File: config.mk
export PLATFORM = sky130hd
export DESIGN_NAME = shift_pipe_flat
export DESIGN_NICKNAME = d
export VERILOG_FILES = /design/src/rtl/shift_pipe_pkg.sv /design/src/rtl/shift_pipe_if.sv /design/src/rtl/shift_pipe_step.sv /design/src/rtl/shift_pipe.sv /design/src/flat_wrapper.sv
export SDC_FILE = /design/constraint.sdc
export NUM_CORES = 1
export LEC_CHECK = 0
export BUFFER_PORTS_ARGS = -buffer_cell sky130_fd_sc_hd__buf_2
export CELL_PAD_IN_SITES_DETAIL_PLACEMENT = 1
export CELL_PAD_IN_SITES_GLOBAL_PLACEMENT = 1
export CORE_MARGIN = 1
export CORE_UTILIZATION = 49
export DETAILED_ROUTE_END_ITERATION = 8
export PLACE_DENSITY_LB_ADDON = 0.12
export SLEW_MARGIN = 20
export SYNTH_ARGS = -nofsm -noshare
export SYNTH_HDL_FRONTEND = slang
export SYNTH_SLANG_ARGS = --single-unit
export TNS_END_PERCENT = 20
File: constraint.sdc
create_clock -name clock -period 9.07 [get_ports clock]
set_clock_uncertainty 0.2 [all_clocks]
set_input_delay 1.814 -clock clock [delete_from_list [all_inputs] [get_ports clock]]
set_output_delay 1.814 -clock clock [all_outputs]
set_load 0.02 [all_outputs]
File: src/rtl/shift_pipe_pkg.sv
// Shared types and constants for the pipelined shift/rotate unit.
package shift_pkg;
  localparam int DATA_W     = 32;
  localparam int PIPE_DEPTH = 3;

  typedef enum logic [1:0] {
    OP_SLL  = 2'b00,
    OP_SRL  = 2'b01,
    OP_SRA  = 2'b10,
    OP_ROTR = 2'b11
  } shift_op_t;
endpackage

File: src/rtl/shift_pipe_if.sv
// Operand/result handshake bundle; master drives operands, slave is the shift unit.
interface shift_pipe_if #(parameter int TAG_W = 4);
  logic                         in_valid;
  logic                         in_ready;
  logic [shift_pkg::DATA_W-1:0] in_data;
  logic [4:0]                   in_shamt;
  logic [1:0]                   in_op;
  logic [TAG_W-1:0]             in_tag;
  logic                         out_valid;
  logic                         out_ready;
  logic [shift_pkg::DATA_W-1:0] out_data;
  logic [TAG_W-1:0]             out_tag;

  modport master (
    output in_valid, in_data, in_shamt, in_op, in_tag, out_ready,
    input  in_ready, out_valid, out_data, out_tag
  );

  modport slave (
    input  in_valid, in_data, in_shamt, in_op, in_tag, out_ready,
    output in_ready, out_valid, out_data, out_tag
  );
endinterface

File: src/rtl/shift_pipe_step.sv
// One fixed-distance shift/rotate step; rotate wrap exists only with SHIFT_PIPE_ROTATE_EN.
module shift_step
  import shift_pkg::*;
#(
  parameter int DIST = 1
) (
  input  logic [DATA_W-1:0] data_i,
  input  logic              en_i,
  input  shift_op_t         op_i,
  input  logic              fill_i,
  output logic [DATA_W-1:0] data_o
);

  always_comb begin
    data_o = data_i;
    if (en_i) begin
      case (op_i)
        OP_SLL:  data_o = data_i << DIST;
        OP_SRL:  data_o = data_i >> DIST;
        // fill_i is the operand's original MSB, so SRA stays correct across stages
        OP_SRA:  data_o = {{DIST{fill_i}}, data_i[DATA_W-1:DIST]};
`ifdef SHIFT_PIPE_ROTATE_EN
        OP_ROTR: data_o = {data_i[DIST-1:0], data_i[DATA_W-1:DIST]};
`else
        OP_ROTR: data_o = data_i;
`endif
        default: data_o = data_i;
      endcase
    end
  end

endmodule

File: src/rtl/shift_pipe.sv
// Three-stage 32-bit shift/rotate pipeline with global stall; ROTR enabled by SHIFT_PIPE_ROTATE_EN.
module shift_pipe
  import shift_pkg::*;
#(
  parameter int TAG_W = 4
) (
  input  logic       clock,
  input  logic       reset,
  shift_pipe_if.slave bus
);

  logic              adv;
  shift_op_t         op_in;
  logic [DATA_W-1:0] s16, s8, s4, s2, s1;

  logic              vld_p1_q, vld_p2_q, vld_p3_q;
  logic [DATA_W-1:0] data_p1_q, data_p2_q, data_p3_q;
  logic [2:0]        shamt_p1_q;
  logic              shamt_p2_q;
  shift_op_t         op_p1_q, op_p2_q;
  logic              sign_p1_q, sign_p2_q;
  logic [TAG_W-1:0]  tag_p1_q, tag_p2_q, tag_p3_q;

  // The whole pipe moves as one; a full S3 that is not being taken freezes everything.
  assign adv   = !vld_p3_q || bus.out_ready;
  assign op_in = shift_op_t'(bus.in_op);

  // ---- input -> S1: distances 16 and 8
  shift_step #(.DIST(16)) u_step16 (
    .data_i(bus.in_data), .en_i(bus.in_shamt[4]), .op_i(op_in),
    .fill_i(bus.in_data[DATA_W-1]), .data_o(s16)
  );
  shift_step #(.DIST(8)) u_step8 (
    .data_i(s16), .en_i(bus.in_shamt[3]), .op_i(op_in),
    .fill_i(bus.in_data[DATA_W-1]), .data_o(s8)
  );

  // ---- S1 -> S2: distances 4 and 2
  shift_step #(.DIST(4)) u_step4 (
    .data_i(data_p1_q), .en_i(shamt_p1_q[2]), .op_i(op_p1_q),
    .fill_i(sign_p1_q), .data_o(s4)
  );
  shift_step #(.DIST(2)) u_step2 (
    .data_i(s4), .en_i(shamt_p1_q[1]), .op_i(op_p1_q),
    .fill_i(sign_p1_q), .data_o(s2)
  );

  // ---- S2 -> S3: distance 1
  shift_step #(.DIST(1)) u_step1 (
    .data_i(data_p2_q), .en_i(shamt_p2_q), .op_i(op_p2_q),
    .fill_i(sign_p2_q), .data_o(s1)
  );

  always_ff @(posedge clock) begin
    if (reset) begin
      vld_p1_q <= 1'b0;
      vld_p2_q <= 1'b0;
      vld_p3_q <= 1'b0;
    end else if (adv) begin
      vld_p1_q <= bus.in_valid;
      vld_p2_q <= vld_p1_q;
      vld_p3_q <= vld_p2_q;
    end
  end

  always_ff @(posedge clock) begin
    if (adv) begin
      data_p1_q  <= s8;
      shamt_p1_q <= bus.in_shamt[2:0];
      op_p1_q    <= op_in;
      sign_p1_q  <= bus.in_data[DATA_W-1];
      tag_p1_q   <= bus.in_tag;
      data_p2_q  <= s2;
      shamt_p2_q <= shamt_p1_q[0];
      op_p2_q    <= op_p1_q;
      sign_p2_q  <= sign_p1_q;
      tag_p2_q   <= tag_p1_q;
    end
  end

  // S3 feeds the outputs directly, so it also clears to zero on reset.
  always_ff @(posedge clock) begin
    if (reset) begin
      data_p3_q <= '0;
      tag_p3_q  <= '0;
    end else if (adv) begin
      data_p3_q <= s1;
      tag_p3_q  <= tag_p2_q;
    end
  end

  assign bus.in_ready  = adv;
  assign bus.out_valid = vld_p3_q;
  assign bus.out_data  = data_p3_q;
  assign bus.out_tag   = tag_p3_q;

endmodule

File: src/flat_wrapper.sv
// flat-port wrapper written by rule: the top's interface ports become plain ports
module shift_pipe_flat import shift_pkg::*;
#(
  parameter int TAG_W = 4
)
  (clock, reset, bus_in_valid, bus_in_data, bus_in_shamt, bus_in_op, bus_in_tag, bus_out_ready, bus_in_ready, bus_out_valid, bus_out_data, bus_out_tag);
  shift_pipe_if #(.TAG_W(TAG_W)) bus_i ();
  input  logic clock;
  input  logic reset;
  input wire logic [$bits(bus_i.in_valid)-1:0] bus_in_valid;
  input wire logic [$bits(bus_i.in_data)-1:0] bus_in_data;
  input wire logic [$bits(bus_i.in_shamt)-1:0] bus_in_shamt;
  input wire logic [$bits(bus_i.in_op)-1:0] bus_in_op;
  input wire logic [$bits(bus_i.in_tag)-1:0] bus_in_tag;
  input wire logic [$bits(bus_i.out_ready)-1:0] bus_out_ready;
  output wire logic [$bits(bus_i.in_ready)-1:0] bus_in_ready;
  output wire logic [$bits(bus_i.out_valid)-1:0] bus_out_valid;
  output wire logic [$bits(bus_i.out_data)-1:0] bus_out_data;
  output wire logic [$bits(bus_i.out_tag)-1:0] bus_out_tag;
  assign bus_i.in_valid = bus_in_valid;
  assign bus_i.in_data = bus_in_data;
  assign bus_i.in_shamt = bus_in_shamt;
  assign bus_i.in_op = bus_in_op;
  assign bus_i.in_tag = bus_in_tag;
  assign bus_i.out_ready = bus_out_ready;
  assign bus_in_ready = bus_i.in_ready;
  assign bus_out_valid = bus_i.out_valid;
  assign bus_out_data = bus_i.out_data;
  assign bus_out_tag = bus_i.out_tag;
  shift_pipe #(.TAG_W(TAG_W)) u_core (.clock(clock), .reset(reset), .bus(bus_i));
endmodule
==> metrics.log, run 1 <==
INFO  metric core = 17300 um2
INFO  metric period_needed = 5.26 ns
INFO  metric worst-setup-path-type = input pin to primary output
INFO  metric mappedNetlistArea = 8680 um2
INFO  metric number_of_synthesized_flops_with_an_enable_pin = 82
INFO  metric cts-root-to-sink-buffers = 2
INFO  metric residual_antenna_violating_net_count_after_detailed_routing = 0
INFO  metric worstReg2RegEnd = u_core.bus.out_data[12]
INFO  metric area_of_the_die = 18300 um2
INFO  metric final_util = 55.5%
INFO  metric regToRegSetupSlack = 5.97 ns
INFO  metric hold_viol_final = 0
INFO  metric grt_usage = 31.3%
INFO  metric effective_utilization_at_floorplan = 50.2%
INFO  metric worst_ep_required_time = 7.06 ns
INFO  metric powerDensity = 198 nW/um2
INFO  metric detailedPlacementHpwl = 18400 um
INFO  metric post_cts_resize_count = 0
INFO  metric cts-buffers-inserted = 17
INFO  metric antenna_violations_before_repair = 0
INFO  metric asyncSetResetFlopFracSynth = 0%
INFO  metric start_kind = input pin
INFO  metric synth_nets = 1086
INFO  metric outcome = complete, no violations
INFO  metric cts_hold_repair.buffers = 0
INFO  metric number_of_design_rule_violations_left_after_detail_routing = 0
INFO  metric ys_top_cells_by_area = edfxtp_1, dfxtp_1, a21oi_1, mux2i_1, nand2_1
INFO  metric clock_latency = 0.43 ns
INFO  metric postcts_setup_bufs = 0
INFO  metric drt-initial-drc-count = 597
INFO  metric cts-htree-levels = 4
INFO  metric placementRows = 48
INFO  metric critPathMaxFanout = 61
INFO  metric routed_wl = 28400 um
INFO  metric max_cap_viol_count = 0
INFO  metric top_level_pins = 85
INFO  metric clk_transition_reported_paths = 0.06 ns
INFO  metric synth.cells.most_frequent = a21oi_1, nand2_1, edfxtp_1
INFO  metric slew_headroom = 26.2%
INFO  metric hold_path.class = register to register
INFO  metric reg2regPathDepth = 6
INFO  metric buffer_ports.inserted = 84
INFO  metric hold_end = u_core.tag_p2_q[1]
INFO  metric route.vias.total = 8577
INFO  metric setup_viol = 0
INFO  metric cp-end-kind = primary output
INFO  metric grt_pass1_vias = 8301
INFO  metric drive_above_1_share = 15.2%
INFO  metric route.detailed.vias_per_inst = 6.62
INFO  metric total_leakage_power = 3.88 nW
INFO  metric synthDominantAreaCellType = edfxtp_1
INFO  metric totalNegativeSetupSlack = 0 ns
INFO  metric cp.arrival = 3.25 ns
INFO  metric cells_after_synthesis = 1039
INFO  metric final.fill_count = 2094
INFO  metric unrepaired_setup_endpoints_after_global_routing = false
INFO  metric synthMostInstantiatedCell = a21oi_1
INFO  metric synth-seq-cells = 121
INFO  metric detail_route.wl_per_cell = 21.9 um
INFO  metric synth_top_cell_area_share = 28.4%
INFO  metric final_nets = 1105
INFO  metric first_pass_iters = 5
INFO  metric worst_r2r_startpoint = u_core.bus.out_valid
INFO  metric yosysUniqueCellTypes = 70
INFO  metric finalCritPeriodShare = 58.0%
INFO  metric ys.flop_type = edfxtp_1
INFO  metric grt_first_pass_wirelength = 44500 um
INFO  metric synth-seq-area-share = 37.4%
INFO  metric total_clock_sinks = 121
INFO  metric clock_tree.root_cell = clkbuf_16
INFO  metric worst_ir_drop_vdd = 0.129 mV
INFO  metric worst_tran_pin_value = 1.10 ns
INFO  metric timing_max_transition_violations_final = 0
INFO  metric n_antenna_cell = 0
INFO  metric synth-warning-count = 0
INFO  metric area.growth.synth_to_final = 10.6%
INFO  metric startpoint_of_the_worst_hold_path = u_core.tag_p1_q[1]
INFO  metric fp.dieH = 135 um
INFO  metric grt_start_max_net_pins = 93
INFO  metric fmax = 190 MHz
INFO  metric floorplan.die.width = 135 um
INFO  metric avgSynthCellArea = 8.36 um2
INFO  metric place_congestion = 0.875
INFO  metric min_path_cells = 0
INFO  metric grt_overflow_total = 0
INFO  metric cts_tree = yes
[stage by stage]
stage          setup WS, ns  instance area [um2]  total power [W]  instances  hold slack, ns
6_report               3.81                 9600          0.00190       1296           0.219
5_1_grt                3.69                 9600          0.00198       1296           0.238
4_1_cts                3.80                 9590          0.00190       1295           0.224
3_5_place_dp           3.80                 9010          0.00123       1263           0.209
3_3_place_gp           3.84                 9010          0.00122       1263           0.202
2_1_floorplan          2.33                 8680          0.00109       1039           0.200
[per-layer routing]
metal / up-vias / wire length [um] / track usage [%]
li1: 3933 / - / -
met1: 4238 / 12200 / 40.4
met2: 336 / 13600 / 51.0
met3: 70 / 1640 / 5.86
met4: 0 / 959 / 14.0
met5: - / 0 / 0
[worst max-delay path, cell delays in order]
cell	delay, ns
buf_2	0.10
nor2b_1	0.55
inv_4	0.44
buf_2	0.30
[sequential cells by signal, indices dropped and copies added (netlist names), 2 cells and up]
signal	flops
u_core.data_p2_q	32
u_core.data_p1_q	32
u_core.bus.out_tag	4
u_core.shamt_p1_q	3
u_core.tag_p2_q	4
u_core.op_p1_q	2
u_core.bus.out_data	32
u_core.tag_p1_q	4
u_core.op_p2_q	2
[report_power, final]
part	internal [W]	switching, W	leakage (nW)	total, W
clock	0.000376	0.000284	0.280	0.000660
combinational	0.000186	0.000292	2.39	0.000478
sequential	0.000675	0.0000884	1.22	0.000763
total	0.00124	0.000664	3.88	0.00190
[cell families after synthesis]
group	share of synthesized area (%)
DFF	37.4
muxes	5.78
and+or+nand+nor	15.9
AOI/OAI and AO/OA	32.9
xor gates and xnor gates	0.303
buffers and inverters	7.78
[worst max-delay path by stage]
stage / start / end
floorplan: bus_out_ready / bus_in_ready
global placement: bus_out_ready / bus_in_ready
detailed placement: bus_out_ready / bus_in_ready
CTS: bus_out_ready / bus_in_ready
global route: bus_out_ready / bus_in_ready
finish: bus_out_ready / bus_in_ready
[final cells by class]
type,count,area (um2),area share [%]
repair buffers,97,526,5.47
inverters,54,205,2.14
clock buffers,18,450,4.69
clock inverters,14,121,1.26
multi-input cells,767,4770,49.7
well taps,225,282,2.93
flip-flops and latches,121,3240,33.8
[placed cells by master (no fill, tap or decap), types with 39 or more instances in the layout]
cell type / count
mux2i_1: 43
edfxtp_1: 82
dfxtp_1: 39
inv_1: 49
nand2_1: 110
nor3_1: 40
nor2_1: 60
buf_2: 84
o21ai_0: 68
a21oi_1: 132
Power figures use the tool's default switching activity.
==> run 2, diff against run 1 <==
Settings changed: CORE_UTILIZATION 49 to 41.
Clock period 9.07 ns to 4.4 ns, I/O delays scaled along.
==> metrics.log, run 2 (synthesized netlist as in run 1, its figures left out) <==
INFO  metric grt_first_pass_wirelength = 47100 um
INFO  metric layout.cells.most_common = a21oi_1
INFO  metric worst-setup-path-type = input pin to primary output
INFO  metric area_of_the_die = 21800 um2
INFO  metric start_point_of_the_critical_path = bus_out_ready
INFO  metric critPathMaxFanout = 24
INFO  metric period_needed = 3.13 ns
INFO  metric cts-root-to-sink-buffers = 2
INFO  metric critical_path.cell_chain = buf_2 -> nor2b_1 -> inv_6 -> buf_2
INFO  metric top_level_pins = 85
INFO  metric detail_route.wl_per_cell = 21.8 um
INFO  metric slew_headroom = 31.2%
INFO  metric cts-buffers-inserted = 17
INFO  metric first_pass_iters = 6
INFO  metric drt-initial-drc-count = 662
INFO  metric design_area = 9730 um2
INFO  metric power.share.switching = 34.9%
INFO  metric effective_utilization_at_floorplan = 42.4%
INFO  metric power.combinational.fraction = 24.1%
INFO  metric setup_viol = 0
INFO  metric routed_wl = 29500 um
INFO  metric startpoint_of_the_worst_hold_path = u_core.tag_p1_q[2]
INFO  metric outcome = complete, no violations
INFO  metric grt_overflow_total = 0
INFO  metric place_congestion = 0.862
INFO  metric postcts_setup_bufs = 0
INFO  metric start_kind = input pin
INFO  metric antenna_violations_before_repair = 0
INFO  metric max_cap_viol_count = 0
INFO  metric placed_cells_incl_taps = 1320
INFO  metric cpMaxStageDelayCell = nor2b_1
INFO  metric placementRows = 52
INFO  metric power_frac_clock = 35.4%
INFO  metric n_antenna_cell = 0
INFO  metric hold_slack = 0.220 ns
INFO  metric cp-end-kind = primary output
INFO  metric final.fill_count = 2458
INFO  metric buffer_ports.inserted = 84
INFO  metric number_of_design_rule_violations_left_after_detail_routing = 0
INFO  metric cp.arrival = 2.05 ns
INFO  metric post_cts_resize_count = 0
INFO  metric worst_tran_pin_value = 1.03 ns
INFO  metric powerDensity = 407 nW/um2
INFO  metric totalNegativeSetupSlack = 0 ns
INFO  metric worst_ir_drop_vdd = 0.285 mV
INFO  metric post_dp_cell_area = 9160 um2
INFO  metric cts_hold_repair.buffers = 0
INFO  metric fmax = 319 MHz
INFO  metric grt_usage = 27.5%
INFO  metric clock_latency = 0.43 ns
INFO  metric layoutNonFillerInstCount = 1352
INFO  metric internal_power = 0.00258 W
INFO  metric worst_path_most_repeated_cell = buf_2
INFO  metric hold_path.class = register to register
INFO  metric finalCritPeriodShare = 71.1%
INFO  metric timing_max_transition_violations_final = 0
INFO  metric layout_common_cells = a21oi_1, nand2_1, buf_2
INFO  metric residual_antenna_violating_net_count_after_detailed_routing = 0
INFO  metric cts_tree = yes
INFO  metric grt_pass1_vias = 8406
INFO  metric route.detailed.vias_per_inst = 6.21
INFO  metric slowest_delay = 0.62 ns
INFO  metric power_frac_seq = 40.5%
INFO  metric worst_r2r_startpoint = u_core.op_p1_q[1]
INFO  metric netsw = 0.00138 W
INFO  metric total_leakage_power = 3.94 nW
INFO  metric grt_start_max_net_pins = 62
INFO  metric route.vias.total = 8390
INFO  metric unrepaired_setup_endpoints_after_global_routing = false
INFO  metric hold_viol_final = 0
INFO  metric worst_ep_required_time = 3.32 ns
INFO  metric cts-htree-levels = 4
INFO  metric drive_above_1_share = 16.0%
INFO  metric total_clock_sinks = 121
INFO  metric detailedPlacementHpwl = 20000 um
INFO  metric core = 20500 um2
INFO  metric final_nets = 1116
INFO  metric clock_tree.root_cell = clkbuf_16
INFO  metric floorplan.die.width = 148 um
INFO  metric clk_transition_reported_paths = 0.06 ns
INFO  metric area.growth.synth_to_final = 12.1%
INFO  metric fp.dieH = 148 um
## run 2: cell types whose count changed in the layout (fill, tap and decap cells not counted), sizes merged
cell and delta:
buf +11, clkbuf -1, clkinv +1, clkinvlp -1, bufinv +1
## run 2: routing by layer
metal	share of wire, %	track usage, %
met5	0	0
met4	1.9	8.45
met3	5.2	4.60
met2	47	44.9
met1	45	37.2
## run 2: layout make-up
type	count	area, um2	area share, %
flip-flops and latches	121	3240	33.3
clock buffers	17	425	4.37
multi-input cells	767	4770	49.0
well taps	270	338	3.47
repair buffers	108	601	6.17
inverters	54	208	2.13
clock inverters	15	153	1.57
## run 2: worst paths after layout
| path | to | slack [ns] | cells after the start |
|---|---|---|---|
| setup reg to reg | u_core.data_p2_q[23] | 1.29 | 6 |
| hold reg to reg | u_core.tag_p2_q[2] | 0.22 | 0 |
| setup / recovery | bus_in_ready | 1.27 | 4 |
| hold / removal | u_core.tag_p2_q[2] | 0.22 | 0 |
## run 2: through the flow
| stage | util, % | setup WS, ns | total power [W] |
|---|---|---|---|
| floorplan | - | 0.875 | 0.00224 |
| global placement | 44.7 | 1.30 | 0.00254 |
| detailed placement | 44.7 | 1.28 | 0.00256 |
| CTS | 47.5 | 1.27 | 0.00398 |
| global route | 47.5 | 1.08 | 0.00414 |
| finish | 47.5 | 1.27 | 0.00396 |
## run 2: critical path, delay by kind of cell
kind / cells / cell delay [ns]
simple gates: 1 / 0.62
buf+inv: 3 / 0.55
## run 2: power by group through the flow
stage	combinational, W	sequential (W)	clock [W]
finish	0.000954	0.00160	0.00140
global route	0.00105	0.00162	0.00147
CTS	0.000946	0.00160	0.00143
detailed placement	0.000939	0.00162	0
global placement	0.000925	0.00162	0
floorplan	0.000663	0.00157	0
==> run 3, diff against run 2 <==
Settings changed: ABC_AREA set to 1, CORE_UTILIZATION 41 to 38.
Clock period 4.4 ns to 2.61 ns, I/O delays scaled along.
==> metrics.log, run 3 <==
INFO  metric worst_ep_required_time = 2.70 ns
INFO  metric cts-root-to-sink-buffers = 2
INFO  metric mappedNetlistArea = 7720 um2
INFO  metric clk_transition_reported_paths = 0.07 ns
INFO  metric cts-htree-levels = 4
INFO  metric outcome = complete, no violations
INFO  metric drive_above_1_share = 13.8%
INFO  metric final_nets = 1255
INFO  metric layout.cells.most_common = nand2_1
INFO  metric post_cts_resize_count = 0
INFO  metric detail_route.wl_per_cell = 17.1 um
INFO  metric synth-warning-count = 0
INFO  metric grt_usage = 25.3%
INFO  metric design_area = 9030 um2
INFO  metric grt-busiest-layer = met2
INFO  metric cells_after_synthesis = 1142
INFO  metric synthDominantAreaCellType = edfxtp_1
INFO  metric cp.arrival = 2.32 ns
INFO  metric worst-setup-path-type = register to register
INFO  metric fp.dieH = 145 um
INFO  metric finalCritPeriodShare = 85.4%
INFO  metric grt_pass1_vias = 7655
INFO  metric top_level_pins = 85
INFO  metric n_antenna_cell = 0
INFO  metric route.vias.total = 7890
INFO  metric hold_viol_final = 0
INFO  metric synth_nets = 1189
INFO  metric start_kind = register
INFO  metric cp-end-kind = register
INFO  metric area_of_the_die = 20900 um2
INFO  metric routed_wl = 25400 um
INFO  metric total_leakage_power = 4.33 nW
INFO  metric core = 19700 um2
INFO  metric buffer_ports.inserted = 84
INFO  metric detailedPlacementHpwl = 18800 um
INFO  metric post_dp_cell_area = 8470 um2
INFO  metric total_clock_sinks = 121
INFO  metric grt_first_pass_wirelength = 40700 um
INFO  metric grt_util_met3 = 3.25%
INFO  metric critPathMaxFanout = 12
INFO  metric worst_ir_drop_vdd = 0.428 mV
INFO  metric ys_top_cells_by_area = edfxtp_1, nand2_1, dfxtp_1, o21ai_0, nand3_1
INFO  metric cts_tree = yes
INFO  metric residual_antenna_violating_net_count_after_detailed_routing = 0
INFO  metric totalNegativeSetupSlack = 0 ns
INFO  metric number_of_synthesized_flops_with_an_enable_pin = 82
INFO  metric placementRows = 51
INFO  metric cts_hold_repair.buffers = 0
INFO  metric layoutNonFillerInstCount = 1486
INFO  metric slew_headroom = 41.1%
INFO  metric synth.cells.most_frequent = nand2_1, o21ai_0, nor2_1
INFO  metric grt_start_max_net_pins = 61
INFO  metric layout_common_cells = nand2_1, o21ai_0, nor2_1
INFO  metric grtUsageMet1 = 32.8%
INFO  metric max_cap_viol_count = 0
INFO  metric number_of_design_rule_violations_left_after_detail_routing = 0
INFO  metric hold_slack = 0.0666 ns
INFO  metric drt-initial-drc-count = 332
INFO  metric effective_utilization_at_floorplan = 39.2%
INFO  metric yosysUniqueCellTypes = 27
INFO  metric route.detailed.vias_per_inst = 5.31
INFO  metric clock_tree.root_cell = clkbuf_16
INFO  metric floorplan.die.width = 145 um
INFO  metric setup_viol = 0
INFO  metric powerDensity = 689 nW/um2
INFO  metric worst_tran_pin_value = 0.883 ns
INFO  metric synth-seq-area-share = 42.0%
INFO  metric clock_latency = 0.42 ns
INFO  metric period_needed = 2.23 ns
INFO  metric synth_top_cell_area_share = 31.9%
INFO  metric synth-seq-cells = 121
INFO  metric groute.layer.met2.usage = 42.7%
INFO  metric cts-buffers-inserted = 17
INFO  metric asyncSetResetFlopFracSynth = 0%
INFO  metric fmax = 448 MHz
INFO  metric placed_cells_incl_taps = 1454
INFO  metric ys.flop_type = edfxtp_1
INFO  metric area.growth.synth_to_final = 16.9%
INFO  metric synthMostInstantiatedCell = nand2_1
INFO  metric first_pass_iters = 4
INFO  metric postcts_setup_bufs = 0
INFO  metric avgSynthCellArea = 6.76 um2
INFO  metric timing_max_transition_violations_final = 0
INFO  metric hold_path.class = input pin to register
INFO  metric antenna_violations_before_repair = 0
INFO  metric unrepaired_setup_endpoints_after_global_routing = false
INFO  metric grt_overflow_total = 0
INFO  metric place_congestion = 0.905
[run 3: changes by cell type after synthesis, moves of 34 or more]
cell / change
a21oi_1: -56
a22o_1: -34
mux2i_1: -43
nand2_1: +273
nand3_1: +96
nor2_1: +50
nor3_1: -35
o21ai_0: +57
o221ai_1: -35
[run 3: final cells by class]
cell class | count | area [um2]
Tap cell | 265 | 332
Inverter | 81 | 307
Clock buffer | 17 | 425
Clock inverter | 15 | 135
Multi-Input combinational cell | 867 | 3860
Fill cell | 2585 | 10700
Timing Repair Buffer | 120 | 728
Sequential cell | 121 | 3240
[run 3: per-stage QoR]
step | setup slack, ns | total power, W | utilization, %
after detailed placement | 0.300 | 0.00402 | 43.0
after CTS | 0.369 | 0.00626 | 45.8
final | 0.380 | 0.00622 | 45.8
after floorplan | 0.472 | 0.00350 | -
after global routing | 0.130 | 0.00657 | 45.8
after global placement | 0.318 | 0.00399 | 43.0
[run 3: routing by layer]
| layer | routed length (um) | vias to the layer above | part of all wire (%) |
|---|---|---|---|
| met1 | 11800 | 3744 | 47 |
| met5 | 0 | - | 0 |
| met2 | 12000 | 175 | 47 |
| met4 | 678 | 0 | 2.7 |
| met3 | 858 | 45 | 3.4 |
| li1 | - | 3926 | - |
[run 3: kinds of logic after synthesis]
kind of cell	Yosys count	share of synthesized area, %
buffers and inverters	154	8.10
flip-flops	121	42.0
AND/OR/NAND/NOR	620	32.6
AO/OA/AOI/OAI	247	17.3
[run 3: final timing paths]
| path | from | to | slack [ns] | cells after the start |
|---|---|---|---|---|
| worst max-delay path | u_core.op_p1_q[1] | u_core.data_p2_q[1] | 0.38 | 8 |
| worst min-delay path | bus_in_tag[2] | u_core.tag_p1_q[2] | 0.07 | 1 |
| worst max register to register | u_core.op_p1_q[1] | u_core.data_p2_q[1] | 0.38 | 8 |
| worst min register to register | u_core.shamt_p1_q[0] | u_core.shamt_p2_q | 0.22 | 0 |
[run 3: report_power, final]
part | switching (W) | total (W) | leakage [nW] | internal (W)
clock network | 0.000979 | 0.00223 | 0.259 | 0.00125
logic | 0.000961 | 0.00144 | 2.86 | 0.000480
registers | 0.000194 | 0.00255 | 1.21 | 0.00236
total | 0.00214 | 0.00622 | 4.33 | 0.00409
[run 3: worst max-delay path: stages (launching register included)]
cell and delay, ns:
edfxtp_1 0.49, nand2_1 0.17, inv_1 0.06, nor2_2 0.48, buf_4 0.29, a21oi_1 0.07, o21ai_0 0.18, nand2_1 0.09
nand2_1 0.07
